**config.mk**
```make
export PLATFORM = sky130hd
export DESIGN_NAME = alu_req_arbiter_flat
export DESIGN_NICKNAME = d
export VERILOG_FILES = /design/src/rtl/alu_req_arbiter_pkg.sv /design/src/rtl/alu_req_arbiter_if.sv /design/src/rtl/alu_req_arbiter_grant.sv /design/src/rtl/alu_req_arbiter.sv /design/src/flat_wrapper.sv
export SDC_FILE = /design/constraint.sdc
export NUM_CORES = 1
export LEC_CHECK = 0
export CAP_MARGIN = 20
export CORE_MARGIN = 4
export CORE_UTILIZATION = 39
export DETAILED_ROUTE_END_ITERATION = 10
export PLACE_DENSITY = 0.9
export SLEW_MARGIN = 20
export SYNTH_ARGS = -nofsm -noshare
export SYNTH_HDL_FRONTEND = slang
export SYNTH_SLANG_ARGS = --single-unit
```
**constraint.sdc**
```tcl
create_clock -name clk -period 2.99 [get_ports clk]
set_input_delay 0.598 -clock clk [delete_from_list [all_inputs] [get_ports clk]]
set_output_delay 0.598 -clock clk [all_outputs]
set_load 0.05 [all_outputs]
```
**src/rtl/alu_req_arbiter_pkg.sv**
```systemverilog
// Shared types and constants for the two-requester ALU arbiter.
package alu_arb_pkg;

    typedef enum logic [1:0] {
        IDLE = 2'd0,
        EXEC = 2'd1,
        RESP = 2'd2
    } arb_state_e;

    // Bit positions inside the 4-bit {carry, zero, negative, overflow} flag word
    localparam int unsigned FLG_C = 3;
    localparam int unsigned FLG_Z = 2;
    localparam int unsigned FLG_N = 1;
    localparam int unsigned FLG_V = 0;

    localparam logic [3:0] ALU_OP_ADD = 4'h0;
    localparam logic [3:0] ALU_OP_SUB = 4'h1;

    function automatic logic [1:0] onehot2(input logic id);
        return id ? 2'b10 : 2'b01;
    endfunction

endpackage

```
**src/rtl/alu_req_arbiter_if.sv**
```systemverilog
// Requester, ALU and response signals of the arbiter grouped as one bundle.
interface alu_req_arbiter_if #(
    parameter int unsigned WIDTH = 4,
    parameter int unsigned SEL_W = 4
);
    logic [1:0]       req_valid;
    logic [1:0]       req_ready;
    logic [WIDTH-1:0] req0_a;
    logic [WIDTH-1:0] req0_b;
    logic [SEL_W-1:0] req0_sel;
    logic [WIDTH-1:0] req1_a;
    logic [WIDTH-1:0] req1_b;
    logic [SEL_W-1:0] req1_sel;
    logic [WIDTH-1:0] alu_a;
    logic [WIDTH-1:0] alu_b;
    logic [SEL_W-1:0] alu_sel;
    logic [WIDTH-1:0] alu_result;
    logic [3:0]       alu_flags;
    logic [1:0]       rsp_valid;
    logic [1:0]       rsp_ready;
    logic [WIDTH-1:0] rsp_data;
    logic [3:0]       rsp_flags;

    // Arbiter side
    modport slave (
        input  req_valid, req0_a, req0_b, req0_sel, req1_a, req1_b, req1_sel,
        input  alu_result, alu_flags, rsp_ready,
        output req_ready, alu_a, alu_b, alu_sel, rsp_valid, rsp_data, rsp_flags
    );

    // Requesters and ALU side
    modport master (
        output req_valid, req0_a, req0_b, req0_sel, req1_a, req1_b, req1_sel,
        output alu_result, alu_flags, rsp_ready,
        input  req_ready, alu_a, alu_b, alu_sel, rsp_valid, rsp_data, rsp_flags
    );

endinterface

```
**src/rtl/alu_req_arbiter_grant.sv**
```systemverilog
// Two-way grant: round-robin on ties, or fixed priority to requester 0
// when ALU_ARB_FIXED_PRIO_EN is defined.
module alu_rr_grant2 (
    input  logic [1:0] req_valid_i,
`ifndef ALU_ARB_FIXED_PRIO_EN
    input  logic       last_grant_i,
`endif
    output logic       gnt_valid_o,
    output logic       gnt_id_o
);

    always_comb begin
        gnt_valid_o = |req_valid_i;
`ifdef ALU_ARB_FIXED_PRIO_EN
        gnt_id_o = ~req_valid_i[0];
`else
        if (&req_valid_i) begin
            gnt_id_o = ~last_grant_i;
        end else begin
            gnt_id_o = req_valid_i[1];
        end
`endif
    end

endmodule

```
**src/rtl/alu_req_arbiter.sv**
```systemverilog
// Shares one combinational ALU between two valid/ready requesters via an
// IDLE/EXEC/RESP FSM. Define ALU_ARB_FIXED_PRIO_EN for fixed-priority ties.
module alu_req_arbiter
    import alu_arb_pkg::*;
#(
    parameter int unsigned WIDTH = 4,
    parameter int unsigned SEL_W = 4
) (
    input logic              clk,
    input logic              rst,
    alu_req_arbiter_if.slave bus
);

    arb_state_e       state_q, state_d;
    logic [WIDTH-1:0] alu_a_q, alu_a_d;
    logic [WIDTH-1:0] alu_b_q, alu_b_d;
    logic [SEL_W-1:0] alu_sel_q, alu_sel_d;
    logic [WIDTH-1:0] rsp_data_q, rsp_data_d;
    logic [3:0]       rsp_flags_q, rsp_flags_d;
    logic             grant_id_q, grant_id_d;
    logic             gnt_valid;
    logic             gnt_id;
`ifndef ALU_ARB_FIXED_PRIO_EN
    logic             last_grant_q, last_grant_d;
`endif

    alu_rr_grant2 u_grant (
        .req_valid_i  (bus.req_valid),
`ifndef ALU_ARB_FIXED_PRIO_EN
        .last_grant_i (last_grant_q),
`endif
        .gnt_valid_o  (gnt_valid),
        .gnt_id_o     (gnt_id)
    );

    always_ff @(posedge clk) begin
        if (rst) begin
            state_q      <= IDLE;
            alu_a_q      <= '0;
            alu_b_q      <= '0;
            alu_sel_q    <= '0;
            rsp_data_q   <= '0;
            rsp_flags_q  <= '0;
            grant_id_q   <= 1'b0;
`ifndef ALU_ARB_FIXED_PRIO_EN
            last_grant_q <= 1'b1;
`endif
        end else begin
            state_q      <= state_d;
            alu_a_q      <= alu_a_d;
            alu_b_q      <= alu_b_d;
            alu_sel_q    <= alu_sel_d;
            rsp_data_q   <= rsp_data_d;
            rsp_flags_q  <= rsp_flags_d;
            grant_id_q   <= grant_id_d;
`ifndef ALU_ARB_FIXED_PRIO_EN
            last_grant_q <= last_grant_d;
`endif
        end
    end

    always_comb begin
        state_d      = state_q;
        alu_a_d      = alu_a_q;
        alu_b_d      = alu_b_q;
        alu_sel_d    = alu_sel_q;
        rsp_data_d   = rsp_data_q;
        rsp_flags_d  = rsp_flags_q;
        grant_id_d   = grant_id_q;
`ifndef ALU_ARB_FIXED_PRIO_EN
        last_grant_d = last_grant_q;
`endif
        unique case (state_q)
            IDLE: begin
                // req_ready is raised for the winner whenever any request is valid,
                // so a valid grant is always a completed handshake.
                if (gnt_valid) begin
                    state_d    = EXEC;
                    grant_id_d = gnt_id;
                    alu_a_d    = gnt_id ? bus.req1_a   : bus.req0_a;
                    alu_b_d    = gnt_id ? bus.req1_b   : bus.req0_b;
                    alu_sel_d  = gnt_id ? bus.req1_sel : bus.req0_sel;
                end
            end
            EXEC: begin
                state_d     = RESP;
                rsp_data_d  = bus.alu_result;
                rsp_flags_d = bus.alu_flags;
            end
            RESP: begin
                if (bus.rsp_ready[grant_id_q]) begin
                    state_d      = IDLE;
`ifndef ALU_ARB_FIXED_PRIO_EN
                    last_grant_d = grant_id_q;
`endif
                end
            end
            default: state_d = IDLE;
        endcase
    end

    always_comb begin
        bus.req_ready = '0;
        bus.rsp_valid = '0;
        if (state_q == IDLE && gnt_valid) begin
            bus.req_ready = onehot2(gnt_id);
        end
        if (state_q == RESP) begin
            bus.rsp_valid = onehot2(grant_id_q);
        end
        bus.alu_a     = alu_a_q;
        bus.alu_b     = alu_b_q;
        bus.alu_sel   = alu_sel_q;
        bus.rsp_data  = rsp_data_q;
        bus.rsp_flags = rsp_flags_q;
    end

endmodule

```
**src/flat_wrapper.sv**
```systemverilog
// flat-port wrapper written by rule: the top's interface ports become plain ports
module alu_req_arbiter_flat import alu_arb_pkg::*;
#(
    parameter int unsigned WIDTH = 4,
    parameter int unsigned SEL_W = 4
)
  (clk, rst, bus_req_valid, bus_req0_a, bus_req0_b, bus_req0_sel, bus_req1_a, bus_req1_b, bus_req1_sel, bus_alu_result, bus_alu_flags, bus_rsp_ready, bus_req_ready, bus_alu_a, bus_alu_b, bus_alu_sel, bus_rsp_valid, bus_rsp_data, bus_rsp_flags);
  alu_req_arbiter_if #(.WIDTH(WIDTH), .SEL_W(SEL_W)) bus_i ();
  input logic clk;
  input logic rst;
  input wire logic [$bits(bus_i.req_valid)-1:0] bus_req_valid;
  input wire logic [$bits(bus_i.req0_a)-1:0] bus_req0_a;
  input wire logic [$bits(bus_i.req0_b)-1:0] bus_req0_b;
  input wire logic [$bits(bus_i.req0_sel)-1:0] bus_req0_sel;
  input wire logic [$bits(bus_i.req1_a)-1:0] bus_req1_a;
  input wire logic [$bits(bus_i.req1_b)-1:0] bus_req1_b;
  input wire logic [$bits(bus_i.req1_sel)-1:0] bus_req1_sel;
  input wire logic [$bits(bus_i.alu_result)-1:0] bus_alu_result;
  input wire logic [$bits(bus_i.alu_flags)-1:0] bus_alu_flags;
  input wire logic [$bits(bus_i.rsp_ready)-1:0] bus_rsp_ready;
  output wire logic [$bits(bus_i.req_ready)-1:0] bus_req_ready;
  output wire logic [$bits(bus_i.alu_a)-1:0] bus_alu_a;
  output wire logic [$bits(bus_i.alu_b)-1:0] bus_alu_b;
  output wire logic [$bits(bus_i.alu_sel)-1:0] bus_alu_sel;
  output wire logic [$bits(bus_i.rsp_valid)-1:0] bus_rsp_valid;
  output wire logic [$bits(bus_i.rsp_data)-1:0] bus_rsp_data;
  output wire logic [$bits(bus_i.rsp_flags)-1:0] bus_rsp_flags;
  assign bus_i.req_valid = bus_req_valid;
  assign bus_i.req0_a = bus_req0_a;
  assign bus_i.req0_b = bus_req0_b;
  assign bus_i.req0_sel = bus_req0_sel;
  assign bus_i.req1_a = bus_req1_a;
  assign bus_i.req1_b = bus_req1_b;
  assign bus_i.req1_sel = bus_req1_sel;
  assign bus_i.alu_result = bus_alu_result;
  assign bus_i.alu_flags = bus_alu_flags;
  assign bus_i.rsp_ready = bus_rsp_ready;
  assign bus_req_ready = bus_i.req_ready;
  assign bus_alu_a = bus_i.alu_a;
  assign bus_alu_b = bus_i.alu_b;
  assign bus_alu_sel = bus_i.alu_sel;
  assign bus_rsp_valid = bus_i.rsp_valid;
  assign bus_rsp_data = bus_i.rsp_data;
  assign bus_rsp_flags = bus_i.rsp_flags;
  alu_req_arbiter #(.WIDTH(WIDTH), .SEL_W(SEL_W)) u_core (.clk(clk), .rst(rst), .bus(bus_i));
endmodule
```
==> results.txt, run 1 <==
* DR vias: 1134
* Total overflow reported by the global router: 0
- Compared with the post-synthesis result, the final layout area differs by 65.4%.
* Cell chain of the critical path: nor2b_1 -> and2_1 -> clkdlybuf4s50_1
- Number of cells produced by synthesis: 130
- The clock drives 24 sinks.
* Met3 Track Usage GR: 2.18%
- The tightest min-delay check is of the flop to flop type.
* Detailed Route Iter0 Violations: 44
* Combinational family with the most area after synthesis: simple AND/OR/NAND/NOR gates
- Global routing consumed, on the met1 layer, 21.6% of the routing resources.
- TritonCTS clock tree: built
- Count of warnings emitted by yosys: 0
- The worst setup path is of the flop to output pin kind.
- Adding up every negative setup slack in the final design gives 0 ns.
* DIE AREA: 0.00355 sq mm
* Post-synthesis cell area: 0.00104 sq mm
* Routed length per instance: 14.7 um
- For this design the ratio of total power to cell area is 532 mW/mm^2.
- Kind of end point of the critical path: output pin
- Worst Path Max Fanout: 7
- Commonest non-fill, non-tap cells in the layout: clkdlybuf4s50_1, nand3_1, dfxtp_1, nand2_1, a31oi_1
* Met2 routing resource usage after global routing: 35.3%
- The cell sitting at the root of the clock tree is a clkbuf_4.
* Final non-filler cell area: 0.00172 sq mm
- For the pin with the worst max-slew slack, the measured transition is 0.824 ns.
- Sequential-to-total area share from yosys stat: 46.3%
- The endpoint identified for the worst register-to-register timing path is u_core.grant_id_q.
- DRT Wirelength: 3.18 mm
* Period utilisation layout: 87.4%
- Weighted congestion reported at the end of routability-driven placement: 0.764
- Once the clock tree was built, the resizer swapped 0 gates to a different size.
- The initialized floorplan defines 18 standard-cell rows.
- R2R depth: 3
* Outcome: completed
* Maximum Capacitance Violations: 0
- Effective utilization at floorplan: 41.5%
- HPWL reported at the end of detailed placement: 2.46 mm
- Total clock buffers created by CTS: 3
* Remaining design rule violation count: 0
- CTS H-tree lvls: 1
- Complex-gate fraction of the synthesized area: 21.3%
- Req. time, crit path: 2.39 ns
- Via density per instance: 5.25
* Layout cells sized above 1: 5.38%
* Pin count of the biggest net entering global routing: 25
* Hold-critical path depth: 2
- Max Freq: 0.383 GHz
- Data arrives at the worst endpoint at 2.02 ns.
- The filler cells instantiated in the layout total 206.
- The worst register-to-register path begins at u_core.state_q[1].
* Crit path max-delay cell type: clkdlybuf4s50_1
- Summed over all cells, the static leakage comes to 0.606 nW.
* Critical path launch point: u_core.state_q[1]
- Number of global-route vias before repair: 1154
- The first global-routing pass estimated 5.11 mm of wire.
* Count of distinct cell types in the synthesized netlist: 25
- The number of antenna violations at the first check in global routing is 0.
- Post-Synthesis Net Count: 168
* Per-instance average area after synthesis: 7.99 sq um
- Worst hold slack after final layout: 0.465 ns
- Setup repair after global routing left no endpoint under its margin.
- After Yosys synthesis, and, or, nand and nor cells account for 26.4% of the synthesized area.
* Final hold violation count: 0
- Across all register-to-register paths, the minimum setup slack is 1.49 ns.
- For this run, the slowest stage of the critical path takes 0.80 ns.
* Number of flip-flops and latches in the synthesized netlist: 24
- Final Slew Violations: 0
* I/O pin total: 62
* Relative slew slack: 44.9%
* Min Clock Period, post-route: 2.61 ns
* Area of the placeable core: 0.00250 sq mm
- Share of synthesized area spent on multiplexers: 0.964%
* Worst skew pair latency: 0.33 ns
- Max clock buf depth: 2
- Antenna Violating Nets Remaining: 0
* Synth Area in XOR/XNOR: 0%
- Setup violators final: 0
- Overall die height: 59.6 um
- Measured along the x axis, the die boundary spans 59.6 um.
- After clock tree synthesis, the flow added hold-fix buffers numbering 0.
- The most critical setup path has its endpoint at bus_rsp_valid[0].
- GRT busiest layer: met2
* Maximum ir drop on the vdd rail: 349 uV
- Clock slew seen by the registers of the worst setup and hold paths: 0.14 ns
- First-pass iteration count of the detailed router: 4
* Post-route core utilization: 68.7%
* Port Buffers: 61
- Fin Clk Skew: 0.0129 ns
* Number of nets in the layout: 225
- Post-CTS setup buffer count: 0
* Placement Cell Area: 0.00167 sq mm
* Global-route total usage across every layer: 19.0%
- The number of antenna diodes in the final layout is 0.
* Crit path launch type: flop
* Arithmetic-cell share of the synthesized area counting full adders, half adders and majority gates: 0%
- Leaving out fill and tap cells, the most frequent cell in the layout is clkdlybuf4s50_1.
metrics by stage:
stage / total power (W) / setup WS [ns] / std cells
2_1_floorplan: 0.000556 / 0.977 / 130
3_3_place_gp: 0.000676 / 0.529 / 212
3_5_place_dp: 0.000683 / 0.500 / 212
4_1_cts: 0.000918 / 0.372 / 216
5_1_grt: 0.000949 / 0.254 / 216
6_report: 0.000915 / 0.376 / 216
synth_stat cells:
| library cell | count | area share (%) |
|---|---|---|
| nor2b_1 | 2 | 1.2 |
| nor3b_2 | 1 | 1.2 |
| nand3b_1 | 1 | 0.72 |
| mux2i_1 | 1 | 0.96 |
| and3_1 | 1 | 0.60 |
| a21boi_2 | 1 | 1.1 |
| nand3_1 | 24 | 12 |
| or2_1 | 1 | 0.60 |
| buf_1 | 1 | 0.36 |
| nor2_1 | 3 | 1.1 |
| a31oi_1 | 12 | 7.2 |
| o21bai_1 | 1 | 0.72 |
| nor2_2 | 1 | 0.60 |
| a21oi_1 | 11 | 5.3 |
| o21ai_0 | 3 | 1.4 |
| clkbuf_1 | 2 | 0.72 |
| dfxtp_1 | 24 | 46 |
| o21ai_1 | 10 | 4.8 |
| a211oi_1 | 1 | 0.72 |
| inv_1 | 1 | 0.36 |
| buf_4 | 1 | 0.72 |
| buf_2 | 6 | 2.9 |
| nand2b_1 | 2 | 1.2 |
| nand2_1 | 16 | 5.8 |
| and2_1 | 3 | 1.8 |
layout make-up:
cell class / instances / area (sq um) / share of cell area (%)
clock buffers: 3 / 22.5 / 1.31
clock inverters: 1 / 30.0 / 1.75
inverters: 1 / 3.75 / 0.218
multi-input cells: 95 / 505 / 29.4
flip-flops and latches: 24 / 480 / 28.0
well taps: 30 / 37.5 / 2.18
repair buffers: 62 / 638 / 37.1
how the worst min path moves through the flow:
stage,startpoint,to,slack [ns]
finish,u_core.bus.rsp_data[0],u_core.bus.rsp_data[0],0.46
global route,u_core.bus.rsp_data[0],u_core.bus.rsp_data[0],0.50
CTS,u_core.bus.rsp_data[0],u_core.bus.rsp_data[0],0.47
detailed placement,u_core.bus.rsp_data[0],u_core.bus.rsp_data[0],0.45
global placement,u_core.bus.rsp_data[2],u_core.bus.rsp_data[2],0.44
floorplan,u_core.grant_id_q,u_core.grant_id_q,0.47
logic make-up after synthesis:
| group | count (synthesis) |
|---|---|
| buffers and inverters | 11 |
| AOI/OAI and AO/OA | 39 |
| DFF | 24 |
| and+or+nand+nor | 55 |
| muxes | 1 |
critical path, delay by kind of cell (launching register included):
kind	cells	cell delay [ns]
buffers and inverters	1	0.80
flip-flops	1	0.47
AND/OR/NAND/NOR	2	0.42
routing by layer:
metal / vias up / routed length [um]
met2: 34 / 1780
met5: - / 0
met3: 4 / 136
met1: 523 / 1220
met4: 0 / 41
li1: 573 / -
registers in the layout, summed over array words and instances, names as in the netlist:
signal and cells:
u_core.bus.alu_a 4, u_core.bus.alu_b 4, u_core.bus.alu_sel 4, u_core.bus.rsp_data 4, u_core.bus.rsp_flags 4, u_core.state_q 2, u_core.grant_id_q 1, u_core.last_grant_q 1
power breakdown:
part / internal, W / switching (W) / total (W)
Combinational: 0.000127 / 0.000181 / 0.000308
Sequential: 0.000349 / 0.0000187 / 0.000368
Clock: 0.000136 / 0.000103 / 0.000239
Total: 0.000612 / 0.000303 / 0.000915
(Power assumes the default switching activity.)
==> run 2, diff against run 1 <==
--- a/config.mk
+++ b/config.mk
@@ -11,4 +11,5 @@
 export DETAILED_ROUTE_END_ITERATION = 10
 export PLACE_DENSITY = 0.9
+export REMOVE_ABC_BUFFERS = 1
 export SLEW_MARGIN = 20
 export SYNTH_ARGS = -nofsm -noshare
==> constraint.sdc (replaced) <==
create_clock -name clk -period 2.99 [get_ports clk]
set_input_delay 0.598 -clock clk [delete_from_list [all_inputs] [get_ports clk]]
set_output_delay 0.598 -clock clk [all_outputs]
set_load 0.005 [all_outputs]
==> results.txt, run 2 (same netlist as run 1, synthesis figures left out) <==
* Commonest non-fill, non-tap cell in the layout: clkdlybuf4s50_1
* Power per standard cell area: 476 mW/mm^2
* Effective utilization at floorplan: 41.5%
- Global-route wire length before repair: 5.24 mm
* Period utilisation layout: 86.8%
- HPWL reported at the end of detailed placement: 2.43 mm
- Post-CTS timing repair inserted 0 buffers for setup.
- Req. time, crit path: 2.39 ns
- TritonCTS clock tree: built
* Maximum Capacitance Violations: 0
- CTS H-tree lvls: 1
- Endpoint arrival time on the critical path: 2.00 ns
- During I/O placement, the number of pins put on the boundary was 62.
* Setup violators final: 0
- Cells resized by post-CTS repair: 0
* Clock slew seen by the registers of the worst setup and hold paths: 0.13 ns
* Worst Path Max Fanout: 15
- Clock net sink count: 24
- Relative slew slack: 41.7%
- Root buffer cell: clkbuf_4
- The total overflow left after global routing is 0.
- In this run the remaining antenna-violating nets after routing total 0.
- The repair_antennas step left the layout with diodes totalling 0.
* Final Slew Violations: 0
- DR vias: 1183
- Worst reg2reg path endpoint: u_core.grant_id_q
- Pin count of the biggest net entering global routing: 25
- In this run, post-CTS hold repair placed 0 buffers.
- After detailed routing, the average wire length per cell comes to 14.9 um.
- Placed cell count: 213
- DRT Wirelength: 3.23 mm
- Sum of negative setup slack: 0 ns
* Non-filler cells in the finished layout: 217
- The critical path is of the flop to output pin type.
* CP endpoint: bus_req_ready[0]
- Kind of end point of the critical path: output pin
- In the routed layout, each cell is associated on average with a via count of 5.45.
- Crit path max-delay cell type: nor2_2
- Detailed Route Iter0 Violations: 43
- Layout cells sized above 1: 4.81%
- Pin slew with the least headroom to its limit: 0.872 ns
- Number of global-route vias before repair: 1187
- The number of antenna violations at the first check in global routing came to 0.
* Slowest cell delay on critical path: 0.51 ns
- In the routed design, unresolved DRC markers number 0.
- DIE AREA: 0.00355 sq mm
- Outcome: completed
- Area of the placeable core: 0.00250 sq mm
- Buffers inserted during clock tree synthesis total 3.
- STA classifies the critical path startpoint as a flop.
- Weighted congestion reported at the end of routability-driven placement: 0.739
* Final hold violation count: 0
- Hold timing on the final database bottoms out at a slack of 0.465 ns.
* Layout overhead on the synthesized area: 64.2%
- Setup slack closes at 0.394 ns.
- Worst path buffer plus inverter count: 1
- Counting I/O delays and the setup requirement, the final critical path takes 2.60 ns.
- Derived from the worst setup path, the maximum achievable clock frequency is 0.385 GHz.
- Across the VDD grid, the largest voltage drop is 305 uV.
- Number of standard-cell rows in the floorplan: 18
- In this run the number of cells on the critical path is 3.
- Worst-case setup slack after placement: 0.437 ns
* Max clock buf depth: 2
- Unrepaired setup endpoints after global routing: false
* R2R depth: 3
* Die width: 59.6 um
- Commonest non-fill, non-tap cells in the layout: clkdlybuf4s50_1, nand3_1, dfxtp_1, nand2_1, a31oi_1
- Before antenna repair, the detailed router went through 4 iterations.
- Fin Clk Skew: 0.00420 ns
- Crit-path leading delay family: simple AND/OR/NAND/NOR gates
- Global-route total usage across every layer: 19.1%
- Walking the worst path, the cells encountered are nor2_2 -> and3_1 -> clkdlybuf4s50_1.
- Beginning of the worst register-to-register path: u_core.state_q[1]
- At the later pin of the worst-skew pair, clock insertion delay measures 0.31 ns.
- Input and output buffers added on the ports amount to 61.
* Critical path launch point: u_core.state_q[1]
- Worst min-delay path category: flop to flop
* Internal reg-to-reg setup slack: 1.48 ns
- Total leakage power: 0.600 nW
- The net count of the finished layout is 226.
- Overall die height: 59.6 um
-- run 2: cell count changes in the layout (fill, tap and decap cells not counted) --
cell             previous run  this run
buf_12                      2         0
clkdlybuf4s50_1            59        61
buf_4                       1         2
-- run 2: layout make-up --
type / instances / area [sq um]
fill: 213 / 795
timing repair buffer: 63 / 626
multi-input combinational: 95 / 505
sequential: 24 / 480
tap: 30 / 37.5
clock inverter: 1 / 30.0
clock buffer: 3 / 22.5
inverter: 1 / 3.75
-- run 2: worst min path at each step --
stage | startpoint | to | slack (ns) | cells after the start
after detailed placement | u_core.bus.rsp_flags[0] | u_core.bus.rsp_flags[0] | 0.45 | 2
after CTS | u_core.bus.rsp_flags[0] | u_core.bus.rsp_flags[0] | 0.47 | 2
final | u_core.bus.rsp_flags[0] | u_core.bus.rsp_flags[0] | 0.47 | 2
after global routing | u_core.bus.rsp_flags[0] | u_core.bus.rsp_flags[0] | 0.49 | 2
after global placement | u_core.bus.rsp_data[3] | u_core.bus.rsp_data[3] | 0.44 | 2
after floorplan | u_core.bus.rsp_data[0] | u_core.bus.rsp_data[0] | 0.45 | 2
-- run 2: power breakdown --
part           internal [W]  switching [W]
combinational      0.000122      0.0000888
clock              0.000135      0.0000961
sequential         0.000349      0.0000212
total              0.000606       0.000206
-- run 2: tightest hold or removal path: cells and delay by family, from the launching register on --
kind            cells  cell delay [ns]
compound gates      1             0.05
simple gates        1             0.05
flops               1             0.33
-- run 2: metrics by stage --
stage | power, W | cell area [sq um] | utilization [%]
after global placement | 0.000579 | 1650 | 66.1
after CTS | 0.000815 | 1710 | 68.2
after floorplan | 0.000451 | 990 | -
after detailed placement | 0.000586 | 1650 | 66.1
after global routing | 0.000853 | 1710 | 68.2
final | 0.000812 | 1710 | 68.2
-- run 2: metal layers --
layer	GRT usage (%)	routed length (um)	vias up
met2	32.4	1470	89
met4	6.01	20	0
met5	0	0	-
li1	-	-	573
met1	22.6	1310	517
met3	6.32	436	4
==> edit 1: new RTL, flow settings as in run 2 <==
`rsp_data_q` no longer has a reset.
--- a/src/rtl/alu_req_arbiter.sv
+++ b/src/rtl/alu_req_arbiter.sv
@@ -41,3 +41,2 @@
             alu_sel_q    <= '0;
-            rsp_data_q   <= '0;
             rsp_flags_q  <= '0;
@@ -52,3 +51,2 @@
             alu_sel_q    <= alu_sel_d;
-            rsp_data_q   <= rsp_data_d;
             rsp_flags_q  <= rsp_flags_d;
@@ -59,2 +57,6 @@
         end
+    end
+
+    always_ff @(posedge clk) begin
+        rsp_data_q <= rsp_data_d;
     end
Function: differs if rst is asserted again (counterexample within 4 cycles, from zero or initial values and one cycle with rst high); with rst held inactive, the same outputs for 10 cycles.
==> edit 1 against run 2 <==
Synthesized area up 4.7%. Combinational power up 4%. Setup slack better by 0.036 ns. Clock skew down 0.0023 ns. Cell count down 7.4%. Cell area up 1.7%. Utilization down 0.67 points. Largest power group unchanged. Sequential cell count unchanged. Critical path depth unchanged. Worst hold slack better by 0.034 ns. Power down 5.5%. Routed wire length down 4.1%. Sequential power up 2%.
==> edit 1: results (changes against run 2) <==
| Metric | Value |
|---|---|
| First-pass GRT wire length | 4960 µm (was 5240 µm) |
| FF-to-FF setup slack | 1.53 ns (was 1.48 ns) |
| DP Area | 1700 µm² (was 1650 µm²) |
| RD Place Congestion | 0.682 (was 0.739) |
| Syn Inst Count | 112 (was 130) |
| Gr usage total | 0.182 (was 0.191) |
| Clock share of power | 0.220 (was 0.285) |
| Share of cells above drive strength 1 | 0.135 (was 0.0481) |
| Internal power | 0.000562 W (was 0.000606 W) |
| Number of global-route vias before repair | 1044 (was 1187) |
| Fmax | 391 MHz (was 385 MHz) |
| Post-synth top cells | nand3_1 (24), dfxtp_1 (20), a31oi_1 (12) (was dfxtp_1 (24), nand3_1 (24), nand2_1 (16)) |
| Fillers | 215 (was 213) |
| Post-synthesis mux area share | 0.0460 (was 0.00964) |
| Final clock skew | 0.00189 ns (was 0.00420 ns) |
| Seq pwr share | 0.494 (was 0.456) |
| Worst hold start | u_core.bus.alu_a[0] (was u_core.bus.rsp_flags[0]) |
| Count of cell types in the netlist | 29 (was 25) |
| Complex-gate fraction of the synthesized area | 0.196 (was 0.213) |
| RR Endpoint | u_core.bus.alu_a[2] (was u_core.grant_id_q) |
| Headroom to the max-slew limit | 0.493 (was 0.417) |
| DP HPWL | 2390 µm (was 2430 µm) |
| Via Count | 1064 (was 1183) |
| Placement Setup Slack | 0.432 ns (was 0.437 ns) |
| Status | finished, final reports clean (unchanged) |
| NumNets Final | 210 (was 226) |
| VDD IR max | 0.352 mV (was 0.305 mV) |
| CP max FO | 14 (was 15) |
| Switching Fraction | 0.268 (was 0.254) |
| Drt total wl | 3100 µm (was 3230 µm) |
==> edit 1: cell count changes in the layout (fill, tap and decap cells not counted), moves of 3 or more <==
cell / run 2 / this run
o21ai_2: 0 / 9
o21ai_0: 3 / 0
nand2_1: 16 / 1
dfxtp_1: 24 / 20
edfxtp_1: 0 / 4
mux2i_1: 1 / 5
a21oi_1: 11 / 3
o21ai_1: 10 / 3
==> edit 1: metal layers <==
layer  vias to the layer above  GRT usage  part of all wire
met3                         2     0.0745              0.14
li1                        530          -                 -
met4                         0     0.0557            0.0026
met2                        60      0.299              0.45
met5                         -          0                 0
met1                       472      0.219              0.40
==> edit 1: layout make-up <==
cell class	instances	area [µm²]	share of cell area
clock buffers	4	36.3	0.0209
flip-flops and latches	24	520	0.300
well taps	30	37.5	0.0216
repair buffers	64	633	0.365
multi-input cells	78	503	0.290
inverters	1	3.75	0.00216
==> edit 1: worst max-delay path, cell delays in order, from the launching register on <==
cell and delay, ns:
dfxtp_1 0.39, nor2_2 0.47, and3_2 0.30, clkdlybuf4s50_1 0.50
==> edit 2: new RTL, settings of run 2 <==
Without the edit above. `WIDTH` is set to 4 in 3 places; all go to 5.
--- a/src/rtl/alu_req_arbiter_if.sv
+++ b/src/rtl/alu_req_arbiter_if.sv
@@ -2,3 +2,3 @@
 interface alu_req_arbiter_if #(
-    parameter int unsigned WIDTH = 4,
+    parameter int unsigned WIDTH = 5,
     parameter int unsigned SEL_W = 4
--- a/src/rtl/alu_req_arbiter.sv
+++ b/src/rtl/alu_req_arbiter.sv
@@ -5,3 +5,3 @@
 #(
-    parameter int unsigned WIDTH = 4,
+    parameter int unsigned WIDTH = 5,
     parameter int unsigned SEL_W = 4
--- a/src/flat_wrapper.sv
+++ b/src/flat_wrapper.sv
@@ -3,3 +3,3 @@
 #(
-    parameter int unsigned WIDTH = 4,
+    parameter int unsigned WIDTH = 5,
     parameter int unsigned SEL_W = 4
Ports: changed (8 resized); port bits go from 62 to 70. No check against the original RTL was run, so the function may have changed too.
==> edit 2 against run 2 <==
Critical endpoint is now bus_req_ready[1]. Synthesized area is 15% higher. Setup slack better by 0.045 ns. Cell area is 11% higher. Utilization is 1.7 points lower. Clock skew hardly changed. Combinational power is 13% higher. Fmax is 1.8% higher. Routed wire length is 7.8% higher. Cell count is 11% higher. Sequential cell count is 3 higher. Power is 0.81% higher.
==> edit 2: results (changes against run 2) <==
| Metric | Value |
|---|---|
| Seq pwr share | 0.507 (was 0.456) |
| Cts bufs inserted | 3 (unchanged) |
| VDD IR max | 0.221 mV (was 0.305 mV) |
| Setup Fix Bufs, Post-CTS | 0 (unchanged) |
| Met3 WL post-DR | 382 µm (was 436 µm) |
| Critical path's top delay family | buffers and inverters (was simple AND/OR/NAND/NOR gates) |
| Pin count of the biggest net entering global routing | 28 (was 25) |
| Clock-pin slew on the worst setup and hold paths | 0.15 ns (was 0.13 ns) |
| Slowest-stage cell, CP | clkdlybuf4s50_1 (was nor2_2) |
| Post-synth top cells | nand3_1 (28), dfxtp_1 (27), nand2_1 (18) (was dfxtp_1 (24), nand3_1 (24), nand2_1 (16)) |
| Count of cell types in the netlist | 26 (was 25) |
| DP HPWL | 2520 µm (was 2430 µm) |
| Seq/Total Area, Yosys | 0.452 (was 0.463) |
| H-tree Lvls | 1 (unchanged) |
| Pleak | 0.660 nW (was 0.600 nW) |
| PostCTS Resize Cnt | 0 (unchanged) |
| Fin. max-slew vios | 0 (unchanged) |
| Switching Fraction | 0.287 (was 0.254) |
| Gr usage total | 0.166 (was 0.191) |
| Worst skew pair latency | 0.32 ns |
| First-pass GRT wire length | 5450 µm (was 5240 µm) |
| CP max stage delay | 0.51 ns (about the same) |
| Asr flop ratio synth | 0 (unchanged) |
| Arrival time worst endpoint | 1.95 ns (was 2.00 ns) |
| CP max FO | 4 (was 15) |
| Number of global-route vias before repair | 1211 (was 1187) |
| Status | finished, final reports clean (unchanged) |
| Via/cell ratio | 5.41 (was 5.45) |
| Grt met2 use | 0.291 (was 0.324) |
| Synth top area cells | dfxtp_1 (45%), nand3_1 (12%), a31oi_1 (7.3%) (was dfxtp_1 (46%), nand3_1 (12%), a31oi_1 (7.2%)) |
| GRT met3 Usage | 0.0657 (was 0.0632) |
| RD Place Congestion | 0.721 (was 0.739) |
| Synth warn | 0 (unchanged) |
| Logic pwr share | 0.292 (was 0.260) |
| Drt total wl | 3480 µm (was 3230 µm) |
| Drt pass-1 iters | 4 (unchanged) |
| DRT met1 WL | 1370 µm (was 1310 µm) |
| 1st-iter DRT viols | 64 (was 43) |
| Port bufs | 69 (was 61) |
| HP Class | flip-flop to flip-flop (unchanged) |
| Headroom to the max-slew limit | 0.353 (was 0.417) |
| Final clock skew | 0.00426 ns (was 0.00420 ns) |
| M1 GR Usage | 0.183 (was 0.226) |
| Share of cells above drive strength 1 | 0.0574 (was 0.0481) |
| WL met2 | 1700 µm (was 1470 µm) |
| N_diodes | 0 (unchanged) |
| NumNets Final | 253 (was 226) |
==> edit 2: cell count changes after synthesis, sizes merged, moves of 2 or more <==
cell   change
nor2b      -2
a31oi      +2
and2b      +2
dfxtp      +3
o21ai      +2
nand2      +2
nand3      +4
==> edit 2: logic make-up (layout without fill, tap and decap cells) <==
logic type	after synthesis	count (layout)	share of synthesized area
buffers and inverters	12	76	0.0638
multiplexers	1	1	0.00837
AND/OR/NAND/NOR	61	61	0.268
AO/OA/AOI/OAI	44	44	0.208
flip-flops	27	27	0.452
==> edit 2: worst paths after layout <==
| path | startpoint | end | slack, ns | cells after the start |
|---|---|---|---|---|
| max | bus_req_valid[1] | bus_req_ready[1] | 0.44 | 4 |
| min | u_core.bus.rsp_flags[2] | u_core.bus.rsp_flags[2] | 0.46 | 2 |
| max reg2reg | u_core.state_q[0] | u_core.bus.alu_sel[0] | 1.57 | 3 |
| min reg2reg | u_core.bus.rsp_flags[2] | u_core.bus.rsp_flags[2] | 0.46 | 2 |
==> edit 2: layout make-up <==
type | count | area, µm²
Timing Repair Buffer | 71 | 706
Clock buffer | 3 | 22.5
Sequential cell | 27 | 541
Clock inverter | 1 | 7.51
Inverter | 1 | 3.75
Tap cell | 31 | 38.8
Fill cell | 247 | 955
Multi-Input combinational cell | 106 | 579
==> edit 2: per-stage QoR <==
step / utilization / power (W) / cells / setup WS (ns) / instance area, µm²
floorplan: - / 0.000511 / 134 / 1.22 / 1120
global placement: 0.655 / 0.000658 / 236 / 0.433 / 1870
detailed placement: 0.655 / 0.000663 / 236 / 0.427 / 1870
CTS: 0.665 / 0.000823 / 240 / 0.428 / 1900
global route: 0.665 / 0.000861 / 240 / 0.356 / 1900
finish: 0.665 / 0.000819 / 240 / 0.439 / 1900
